--- src/rtl/arith_pkg.sv ---
// Shared arithmetic-unit definitions: FSM state encoding and default width.
package arith_pkg;

  localparam logic [1:0] ST_IDLE  = 2'd0;
  localparam logic [1:0] ST_SHIFT = 2'd1;
  localparam logic [1:0] ST_DONE  = 2'd2;

  localparam int ARITH_WIDTH = 8;

  typedef enum logic [1:0] {
    S_IDLE  = ST_IDLE,
    S_SHIFT = ST_SHIFT,
    S_DONE  = ST_DONE
  } state_t;

endpackage

--- src/rtl/full_add.sv ---
// Combinational 1-bit full-adder cell; the mirror of full_sub.
module full_add (
  input  logic a,
  input  logic b,
  input  logic carryIn,
  output logic sum,
  output logic carryOut
);

  assign sum      = a ^ b ^ carryIn;
  assign carryOut = (a & b) | (a & carryIn) | (b & carryIn);

endmodule

--- src/rtl/serial_adder.sv ---
// Bit-serial LSB-first adder: one full-add cell plus a carry flip-flop,
// processing one bit per clock with a start/done handshake.
module serial_adder
  import arith_pkg::*;
#(
  parameter int WIDTH = ARITH_WIDTH
) (
  input  logic             clk,
  input  logic             rst,
  input  logic             start,
  input  logic [WIDTH-1:0] a,
  input  logic [WIDTH-1:0] b,
  input  logic             carryIn,
  output logic             busy,
  output logic             done,
  output logic [WIDTH-1:0] sum,
  output logic             carryOut
);

  localparam int CW = $clog2(WIDTH);
  localparam logic [CW-1:0] LAST_BIT = CW'(WIDTH - 1);

  state_t           state_q;
  logic [WIDTH-1:0] op_a_q;
  logic [WIDTH-1:0] op_b_q;
  // Only WIDTH-1 bits are stored: the final bit goes straight into sum.
  logic [WIDTH-2:0] acc_q;
  logic             carry_q;
  logic [CW-1:0]    cnt_q;
  logic             busy_q;
  logic             done_q;
  logic [WIDTH-1:0] sum_q;
  logic             cout_q;

  logic             fa_s;
  logic             fa_c;
  logic [WIDTH-1:0] acc_d;

  full_add u_full_add (
    .a        (op_a_q[0]),
    .b        (op_b_q[0]),
    .carryIn  (carry_q),
    .sum      (fa_s),
    .carryOut (fa_c)
  );

  // New sum bit enters at the MSB; after WIDTH steps bit 0 sits at the LSB.
  assign acc_d = {fa_s, acc_q};

  // Control FSM and the whole datapath; outputs are registered.
  always_ff @(posedge clk or posedge rst) begin
    if (rst) begin
      state_q <= S_IDLE;
      op_a_q  <= '0;
      op_b_q  <= '0;
      acc_q   <= '0;
      carry_q <= 1'b0;
      cnt_q   <= '0;
      busy_q  <= 1'b0;
      done_q  <= 1'b0;
      sum_q   <= '0;
      cout_q  <= 1'b0;
    end else begin
      case (state_q)
        S_IDLE: begin
          done_q <= 1'b0;
          if (start) begin
            op_a_q  <= a;
            op_b_q  <= b;
            carry_q <= carryIn;
            acc_q   <= '0;
            cnt_q   <= '0;
            busy_q  <= 1'b1;
            state_q <= S_SHIFT;
          end
        end
        S_SHIFT: begin
          op_a_q  <= {1'b0, op_a_q[WIDTH-1:1]};
          op_b_q  <= {1'b0, op_b_q[WIDTH-1:1]};
          carry_q <= fa_c;
          acc_q   <= acc_d[WIDTH-1:1];
          cnt_q   <= cnt_q + CW'(1);
          if (cnt_q == LAST_BIT) begin
            sum_q   <= acc_d;
            cout_q  <= fa_c;
            busy_q  <= 1'b0;
            done_q  <= 1'b1;
            state_q <= S_DONE;
          end
        end
        S_DONE: begin
          done_q  <= 1'b0;
          state_q <= S_IDLE;
        end
        default: begin
          busy_q  <= 1'b0;
          done_q  <= 1'b0;
          state_q <= S_IDLE;
        end
      endcase
    end
  end

  assign busy     = busy_q;
  assign done     = done_q;
  assign sum      = sum_q;
  assign carryOut = cout_q;

endmodule

--- config.mk ---
export PLATFORM = sky130hd
export DESIGN_NAME = serial_adder
export DESIGN_NICKNAME = d
export VERILOG_FILES = /design/src/rtl/arith_pkg.sv /design/src/rtl/full_add.sv /design/src/rtl/serial_adder.sv
export SDC_FILE = /design/constraint.sdc
export NUM_CORES = 1
export LEC_CHECK = 0
export BUFFER_PORTS_ARGS = -buffer_cell sky130_fd_sc_hd__buf_4
export CORE_UTILIZATION = 40
export DETAILED_ROUTE_END_ITERATION = 8
export GPL_TIMING_DRIVEN = 1
export PLACE_DENSITY = 0.68
export SLEW_MARGIN = 20
export SYNTH_ARGS = -nofsm -noshare
export SYNTH_HDL_FRONTEND = slang
export SYNTH_SLANG_ARGS = --single-unit
--- constraint.sdc ---
create_clock -name clk -period 1.8 [get_ports clk]
set_clock_uncertainty 0.15 [all_clocks]
set_input_delay 0 -clock clk [delete_from_list [all_inputs] [get_ports clk]]
set_output_delay 0 -clock clk [all_outputs]
set_load 0.02 [all_outputs]
-- Word-level counts from Yosys, hierarchy flattened
Cells that the tools add are included.
W data, S select, Z words.
- register bits after elaboration: 40
- bits of input ports: 20
- output and inout bits: 11
- logic and storage cells: 48
- add/sub/neg operators: 1
- equality and inequality tests: 5
- muxes and demuxes: 18
- bitwise operators: 8
- reductions and logical operators: 6
- operator list (cell ; number):
    $pmux W8 S2 ; 2
    $mux W8 ; 2
    $pmux W7 S2 ; 1
    $mux W7 ; 1
    $pmux W3 S2 ; 1
    $reduce_and A2 Y1 ; 3
    $mux W1 ; 5
    $mux W2 ; 2
    $ne A2 B2 Y1 const B ; 2
    $pmux W2 S2 ; 1
    $add A3 B1 Y3 const B ; 1
    $and A1 B1 Y1 ; 3
    $eq A3 B3 Y1 const B ; 1
    $mux W3 ; 1
    $pmux W1 S3 ; 1
    $reduce_and A3 Y1 ; 1
    $eq A2 B1 Y1 const B ; 1
    $eq A2 B2 Y1 const B ; 1
    $logic_not A2 Y1 ; 1
    $or A1 B1 Y1 ; 2
    $pmux W1 S2 ; 1
    $reduce_bool A2 Y1 ; 1
    $xor A1 B1 Y1 ; 2
    $not A1 Y1 ; 1

-- Depth between registers and ports, before layout
Gate-level depths: netlist (run 1).
- depth after elaboration: 4
- mapped depth: 5

-- Cells and area by module
Synthesis (run 1) repeated with hierarchy kept, for this count alone.
- cells, all modules: 145
- area, all modules: 1765.4 sq um
- modules (own cells, without submodules) (module ; instances ; cells an instance ; area an instance (sq um)):
    serial_adder ; 1 ; 144 ; 1745.4
    full_add ; 1 ; 1 ; 20.0

-- Worst setup path before layout (run 1)
No wires, ideal clock.
- path kind: reg-to-reg
- start point: register cnt_q[0]
- end point: register cout_q (netlist: carryOut)
- data arrival time: 1.256 ns
- required time: 1.525 ns
- path slack: 0.269 ns
- stages on the path, launching flop included: 5
- path buffers: 0
- path through: dfrtp_1 > ha_1 > ha_1 > nand2_8 > mux2_4
- word-level cells in the longest chain between the ends: 2
- RTL lines (what ; RTL line ; text):
    start, declared ; serial_adder.sv:29 ; logic [CW-1:0] cnt_q;
    start signal, assigned ; serial_adder.sv:82 ; cnt_q <= cnt_q + CW'(1);
    $eq A3 B3 Y1 ; serial_adder.sv:83 ; if (cnt_q == LAST_BIT) begin
    $reduce_and A2 Y1 (no source line) ; - ;
    end signal, assigned ; serial_adder.sv:62 ; cout_q <= 1'b0;
    end signal, assigned ; serial_adder.sv:85 ; cout_q <= fa_c;
    end, declared ; serial_adder.sv:33 ; logic cout_q;
No other way between the ends.
A chain may end at the register's enable or synchronous reset.

-- Worst setup path after layout (run 1)
- start point: register state_q[1]
- end point: register op_a_q[0]
- word-level cells in the longest chain between the ends: 3
- elaborated cells on any way between the ends: 6
- those cells by class: 2 x eq/ne; 1 x mux; 3 x reduce/logical
- RTL lines (what ; RTL line ; text):
    start, declared ; serial_adder.sv:23 ; state_t state_q;
    start signal, assigned ; serial_adder.sv:53 ; state_q <= S_IDLE;
    start signal, assigned ; serial_adder.sv:74 ; state_q <= S_SHIFT;
    start signal, assigned ; serial_adder.sv:88 ; state_q <= S_DONE;
    $eq A2 B1 Y1 or $logic_not A2 Y1 (tied branches) ; serial_adder.sv:64 ; case (state_q)
    $reduce_bool A2 Y1 (no source line) or $ne A2 B2 Y1 (tied branches) ; - ;
    $reduce_and A2 Y1 (no source line) ; - ;
    end signal, assigned ; serial_adder.sv:78 ; op_a_q <= {1'b0, op_a_q[WIDTH-1:1]};
    end, declared ; serial_adder.sv:24 ; logic [WIDTH-1:0] op_a_q;
Several ways; a longest one is shown, not always the timed one.

==> out/results.ini, run 1 <==
[job]
cap_viol_max_count = 0

[worst_setup_path]
critPathLaunchType = register
r2r.worst_path.cells = 3
arrival_ps = 1730
path_max_fanout = 15
crit_cells = 3
rr_startpoint = state_q[1]$_DFFE_PP0P_
crit_type = register to register
endpoint_kind = register
reg2reg_slack_ps = 140
cp_cell_sequence = nand2b_1 -> o22ai_1 -> a21oi_1
cpMaxStageDelayCell = dfrtp_1
r2r-end = op_a_q[0]$_DFFE_PP0P_
cpPeakStageDelay_ps = 620
endpoint = op_a_q[0]$_DFFE_PP0P_
cp.required_ps = 1870
critPathBufInv = 0
cp_top_family = flip-flops
startpoint = state_q[1]$_DFFE_PP0P_

[routing]
vias_per_cell = 5.367
vias = 1331
drt_first_pass_iters = 4
drc_errors = 0
drtIter0Drc = 67
wirelength_mm = 3.748
detail_route.wl_per_cell_um = 15.11
ant_nets = 0

[placed_design]
placed_cells = 221
io_buffers = 30
dpl_cell_area_sq_um = 2011
dp_hpwl_mm = 2.467
gp_congestion = 0.7154
preCtsSetupSlack_ps = 181.8

[sta]
setup_viol = 0
maxClockFrequency_mhz = 602.1
post-route-min-period_ps = 1661
fin_crit_sh_pct = 92.26
drv_slew = 0
slew_headroom_pct = 46.50
fin_setup_tns_ps = 0
worst_pin_slew_ps = 800.8
grt_setup_unrepaired = false
fin_ws_ps = 139.3
hold_viol_final = 0

[finish]
areaGrowthSynthToFinish_pct = 31.59
n_antenna_cell = 0
final_layout_size_suffix_gt1_share_pct = 26.77
fin_util_pct = 56.25
fin_cells = 248
layout.nets = 220
fin_area_sq_um = 2298

[power]
leakage_nw = 1.064
vdd_drop_max_v = 0.0008327
power_density_nw_per_um2 = 1609

[clock_tree]
cts_made_buffers = 5
clk_pin_slew_ps = 80
cts_buffer_depth = 2
cts_root_buffer = clkbuf_8
cts.sinks = 40
insertion_delay_ps = 300
cts_tree = built
cts_setup_buffers = 0
cts-htree-levels = 2

[floorplanning]
fp.dieW_um = 68.08
rows = 23
coreArea_sq_um = 4086
fp.dieH_um = 68.08
dieArea_sq_um = 4635
num_io_pins = 31
start_util_pct = 42.74

[run_status]
status = complete, no violations

[yosys]
ys_ff_latch = 40
yosys_warnings = 0
synth.distinct_cells = 24
synth_nets = 170
synthCells = 147
seq_area_frac_synth_pct = 57.31
synth_area_sq_um = 1747
syn_avg_cell_area_sq_um = 11.88

[grt]
antenna_found_initial = 0
grt_pass1_wl_mm = 6.092
grt_max_degree = 41
grt_use_total_pct = 18.50
grt_pass1_vias = 1282
grt_overflow = 0

[hold_path]
hp-class = input port to async pin

## through the flow
step                power [mW]  hold WS [ps]
floorplan                2.590        -13.95
global placement         2.975       -0.4221
detailed placement       3.054         11.89
CTS                      3.713         242.9
global route             3.967         301.3
finish                   3.697         230.9
## cell type report
type                    instances  area, sq um
flip-flops and latches         40         1001
well taps                      50        62.56
multi-input cells              91        669.4
repair buffers                 53        445.4
clock buffers                   6        82.58
fillers                       349         1788
inverters                       6        22.52
clock inverters                 2        15.01
## registers in the layout (all words and copies together) (netlist names)
| name | cells |
|---|---|
| op_a_q | 8 |
| op_b_q | 8 |
| sum | 8 |
| acc_q | 7 |
| cnt_q | 3 |
| state_q | 2 |
| busy | 1 |
| carryOut | 1 |
| carry_q | 1 |
| done | 1 |
## routing by layer
layer / vias to the layer above / share of wire [%] / global-route usage, %
li1: 644 / - / -
met5: - / 0 / 0
met1: 644 / 47 / 23.99
met4: 0 / 1.4 / 6.250
met2: 36 / 47 / 28.43
met3: 7 / 5.0 / 6.667
## worst reg2reg max path: stages (launching register included)
cell	delay, ps
dfrtp_1	620
nand2b_1	480
o22ai_1	170
a21oi_1	160
## synthesized netlist by cell type, drive strengths merged
master / number / area, sq um
buf: 8 / 46.29
mux2: 9 / 135.1
o21bai: 1 / 7.510
a21oi: 15 / 75.07
nand2b: 2 / 12.51
dfrtp: 40 / 1001
o21ai: 7 / 35.03
nor2: 6 / 22.52
o22a: 2 / 17.52
ha: 2 / 25.02
nor3: 2 / 10.01
nand2: 6 / 38.79
nor2b: 3 / 21.27
or4b: 1 / 10.01
inv: 6 / 22.52
fa: 1 / 20.02
clkbuf: 2 / 7.510
o22ai: 22 / 137.6
a22o: 9 / 78.83
a211oi: 1 / 7.510
nor3b: 2 / 15.01
## placed cells by master (no fill, tap or decap), drive strengths merged
cell type / count
a211oi: 1
a21oi: 15
a22o: 9
buf: 34
clkbuf: 6
clkinvlp: 2
dfrtp: 40
dlygate4sd3: 19
fa: 1
ha: 2
inv: 6
mux2: 9
nand2: 6
nand2b: 2
nor2: 6
nor2b: 3
nor3: 2
nor3b: 2
o21ai: 7
o21bai: 1
o22a: 2
o22ai: 22
or4b: 1
## how the worst min path moves through the flow
stage,from,to,slack [ps],cells after the start
2_1_floorplan,a[7],op_a_q[7]$_DFFE_PP0P_,-10,2
3_3_place_gp,rst,sum[0]$_DFFE_PP0P_,-0.4,3
3_5_place_dp,rst,carryOut$_DFFE_PP0P_,10,3
4_1_cts,rst,carryOut$_DFFE_PP0P_,240,4
5_1_grt,rst,carryOut$_DFFE_PP0P_,300,4
6_report,rst,carryOut$_DFFE_PP0P_,230,4
## cell families (layout without fill, tap and decap cells)
kind of cell / after synthesis / count (layout) / synth area share, %
AOI/OAI and AO/OA: 57 / 57 / 20.56
DFF: 40 / 40 / 57.31
and+or+nand+nor: 22 / 22 / 7.450
buffers and inverters: 16 / 67 / 4.369
muxes: 9 / 9 / 7.736
adders and majority gates: 3 / 3 / 2.579
## where the power goes
group          total, mW  internal [mW]  switching (mW)  leakage, nW
registers           1.59           1.29           0.293        0.488
clock network      0.638          0.310           0.327       0.0434
logic               1.47          0.742           0.731        0.532
total               3.70           2.35            1.35         1.06
## repair_timing
item / CTS / global route
hold buffers: 19 / 0
resized for setup: 0 / 0
endpoints found under the hold margin: 58 / 0
(Power assumes the default switching activity.)
==> run 2, diff against run 1 <==
--- a/config.mk
+++ b/config.mk
@@ -6,6 +6,7 @@
 export NUM_CORES = 1
 export LEC_CHECK = 0
 export BUFFER_PORTS_ARGS = -buffer_cell sky130_fd_sc_hd__buf_4
+export CORE_MARGIN = 2
 export CORE_UTILIZATION = 40
 export DETAILED_ROUTE_END_ITERATION = 8
 export GPL_TIMING_DRIVEN = 1
@@ -13,4 +14,5 @@
 export SLEW_MARGIN = 20
 export SYNTH_ARGS = -nofsm -noshare
 export SYNTH_HDL_FRONTEND = slang
+export SYNTH_HIERARCHICAL = 1
 export SYNTH_SLANG_ARGS = --single-unit
==> constraint.sdc (replaced) <==
create_clock -name clk -period 1.6 [get_ports clk]
set_clock_uncertainty 0.15 [all_clocks]
set_input_delay 0 -clock clk [delete_from_list [all_inputs] [get_ports clk]]
set_output_delay 0 -clock clk [all_outputs]
set_load 0.02 [all_outputs]
==> out/results.ini, run 2 <==
[worst_setup_path]
critPathLaunchType = register
endpoint_kind = register
crit_type = register to register
startpoint = cnt_q[0]$_DFFE_PP0P_
cp.required_ps = 1620  ; -250 ps
path_max_fanout = 5  ; -10
arrival_ps = 1570  ; -160 ps
rr_startpoint = cnt_q[0]$_DFFE_PP0P_

[finish]
n_antenna_cell = 0  ; unchanged
mostFrequentLayoutCell = buf_4
multi_input_area_sq_um = 711.9  ; +6.4%
num-fill-cells = 384  ; +10%
areaGrowthSynthToFinish_pct = 36.64
fin_util_pct = 56.18  ; -0.069 points
final_layout_size_suffix_gt1_share_pct = 32.86  ; +6.1 points
layout.nets = 232  ; +5.5%
seqCellArea_sq_um = 1002  ; +0.12%
final_cell_mix = buf_4, dfrtp_1, dlygate4sd3_1

[yosys]
ys_ff_latch = 40  ; unchanged
synth_area_sq_um = 1765  ; +1.1%
syn_avg_cell_area_sq_um = 12.18  ; +2.5%
seq_area_frac_synth_pct = 56.70  ; -0.61 points
synth_common_cells = dfrtp_1, a22o_1, mux2_2, o21ai_0
async_flop_share_pct = 100.0  ; unchanged
synthCells = 145  ; -1.4%
synth_top_area_share_pct = 56.70  ; -0.61 points
synth.distinct_cells = 28  ; +17%
synth_edf_count = 0  ; unchanged
yosysMostFrequentCell = dfrtp_1
synthTopCellsByArea = dfrtp_1, mux2_2, a22o_1
synth.largest_area_cell = dfrtp_1
synth_nets = 168  ; -1.2%
yosys_warnings = 6  ; +6
synth_flop_cell = dfrtp_1

[routing]
vias = 1387  ; +4.2%
wirelength_mm = 3.992  ; +6.5%
drtIter0Drc = 64  ; -4.5%
drc_errors = 0  ; unchanged
vias_per_cell = 5.294  ; -1.4%
drt_first_pass_iters = 4  ; unchanged
ant_nets = 0  ; unchanged
detail_route.wl_per_cell_um = 15.24  ; +0.82%

[floorplanning]
num_io_pins = 31  ; unchanged
start_util_pct = 41.11  ; -1.6 points
rows = 24  ; +4.3%
fp.dieH_um = 70.44  ; +3.5%
dieArea_sq_um = 4961  ; +7.0%
fp.dieW_um = 70.44  ; +3.5%
coreArea_sq_um = 4294  ; +5.1%

[clock_tree]
cts.sinks = 40  ; unchanged
clk_pin_slew_ps = 80  ; about the same
insertion_delay_ps = 290  ; about the same
cts_tree = built
cts_buffer_depth = 2  ; unchanged
cts_root_buffer = clkbuf_8
cts-htree-levels = 2  ; unchanged
cts_made_buffers = 5  ; unchanged

[run_status]
status = complete, no violations

[sta]
grt_setup_unrepaired = false
fin_ws_ps = 53.88  ; -85.38 ps
post-route-min-period_ps = 1546  ; -114.6 ps
maxClockFrequency_mhz = 646.8  ; +7.4%
hold_ws_ps = 7.476  ; -223.4 ps
hold_viol_final = 0  ; unchanged
worst_pin_slew_ps = 508.7  ; -292.1 ps
setup_viol = 0  ; unchanged
fin_setup_tns_ps = 0  ; unchanged
fin_crit_sh_pct = 96.63  ; +4.4 points
drv_slew = 0  ; unchanged
slew_headroom_pct = 66.08  ; +20 points

[power]
seqPwrFrac_pct = 41.6  ; -1.3 points
vdd_drop_max_v = 0.0008183  ; -1.7%
leakage_nw = 1.133  ; +6.5%
power_density_nw_per_um2 = 1743  ; +8.4%
switching_share_pct = 34.78  ; -1.8 points
power.switching_mw = 1.462  ; +8.2%
p_int_mw = 2.743  ; +17%
combPwrFrac_pct = 42.0  ; +2.2 points
p_clk_share_pct = 16.4  ; -0.8 points
p_total_mw = 4.205  ; +14%

[placed_design]
preCtsSetupSlack_ps = -69.03  ; -250.8 ps
gp_congestion = 0.7459  ; +4.3%
dp_hpwl_mm = 2.458  ; -0.36%
io_buffers = 30  ; unchanged

[grt]
antenna_found_initial = 0  ; unchanged
grt_pass1_vias = 1468  ; +15%
grt_max_degree = 41  ; unchanged
grt_use_total_pct = 17.30  ; -1.2 points
grt_overflow = 0  ; unchanged
grt_pass1_wl_mm = 6.706  ; +10%

[hold_path]
hp-class = input port to register
min_from = a[3]

[job]
cap_viol_max_count = 0  ; unchanged

## run 2: cell types whose count changed after synthesis, sizes merged, moves of 4 or more
| cell | delta |
|---|---|
| a221oi | +4 |
| a21oi | -10 |
| o22ai | -22 |
| a221o | +4 |
| nand2b | +5 |
| nor3b | +6 |
## run 2: critical path, stage by stage, from the launching register on
cell	delay [ps]
dfrtp_1	390
ha_1	200
ha_2	220
nand2_4	120
mux2_2	340
## run 2: logic make-up (layout without fill, tap and decap cells)
group                    after synthesis  count (layout)  share of synthesized area, %
adder cells (fa/ha/maj)                3               3                         2.551
buffers and inverters                 13              77                         4.039
AND/OR/NAND/NOR                       40              41                         13.47
flip-flops                            40              40                         56.70
AO/OA/AOI/OAI                         40              40                         17.50
multiplexers                           9               9                         5.741
## run 2: layer usage
layer  track usage, %  wire [um]  vias to the layer above
li1                 -          -                      655
met1            22.59       1907                      682
met2            28.09       1845                       45
met3            3.896        190                        5
met4            6.410         48                        0
met5                0          0                        -
## run 2: cell type report
class | instances | area share [%]
inverter | 6 | 0.9336
timing repair buffer | 63 | 21.58
tap | 52 | 2.697
clock buffer | 8 | 3.734
sequential | 40 | 41.55
multi-input combinational | 93 | 29.51
## run 2: through the flow
stage | instance area [sq um] | cells
3_3_place_gp | 2105 | 233
6_report | 2412 | 262
5_1_grt | 2412 | 262
4_1_cts | 2406 | 262
3_5_place_dp | 2105 | 233
2_1_floorplan | 1765 | 145
## run 2: path summary, 6_finish.rpt
path	to	slack (ps)	cells after the start
worst max-delay path	sum[6]$_DFFE_PP0P_	50	4
max in group asynchronous	state_q[1]$_DFFE_PP0P_	680	4
worst min-delay path	op_a_q[3]$_DFFE_PP0P_	7	4
worst max register to register	sum[6]$_DFFE_PP0P_	50	4
min in group asynchronous	sum[5]$_DFFE_PP0P_	250	4
worst min register to register	acc_q[0]$_DFFE_PP0P_	350	1
## run 2: repair_timing
item                                    4_1_cts  5_1_grt
hold buffers                                 19        0
gates cloned                                  1        0
resized for setup                             2        2
endpoints found under the hold margin        55        0
pin swaps                                     2        0
setup buffers                                 1        0
endpoints found under the setup margin        9        7
## run 2: power groups by stage
stage               Combinational (mW)  Sequential, mW  Clock, mW
global route                      1.93            1.80      0.752
detailed placement                1.69            1.76          0
CTS                               1.77            1.74      0.707
finish                            1.77            1.75      0.691
floorplan                         1.02            1.83          0
global placement                  1.63            1.74          0
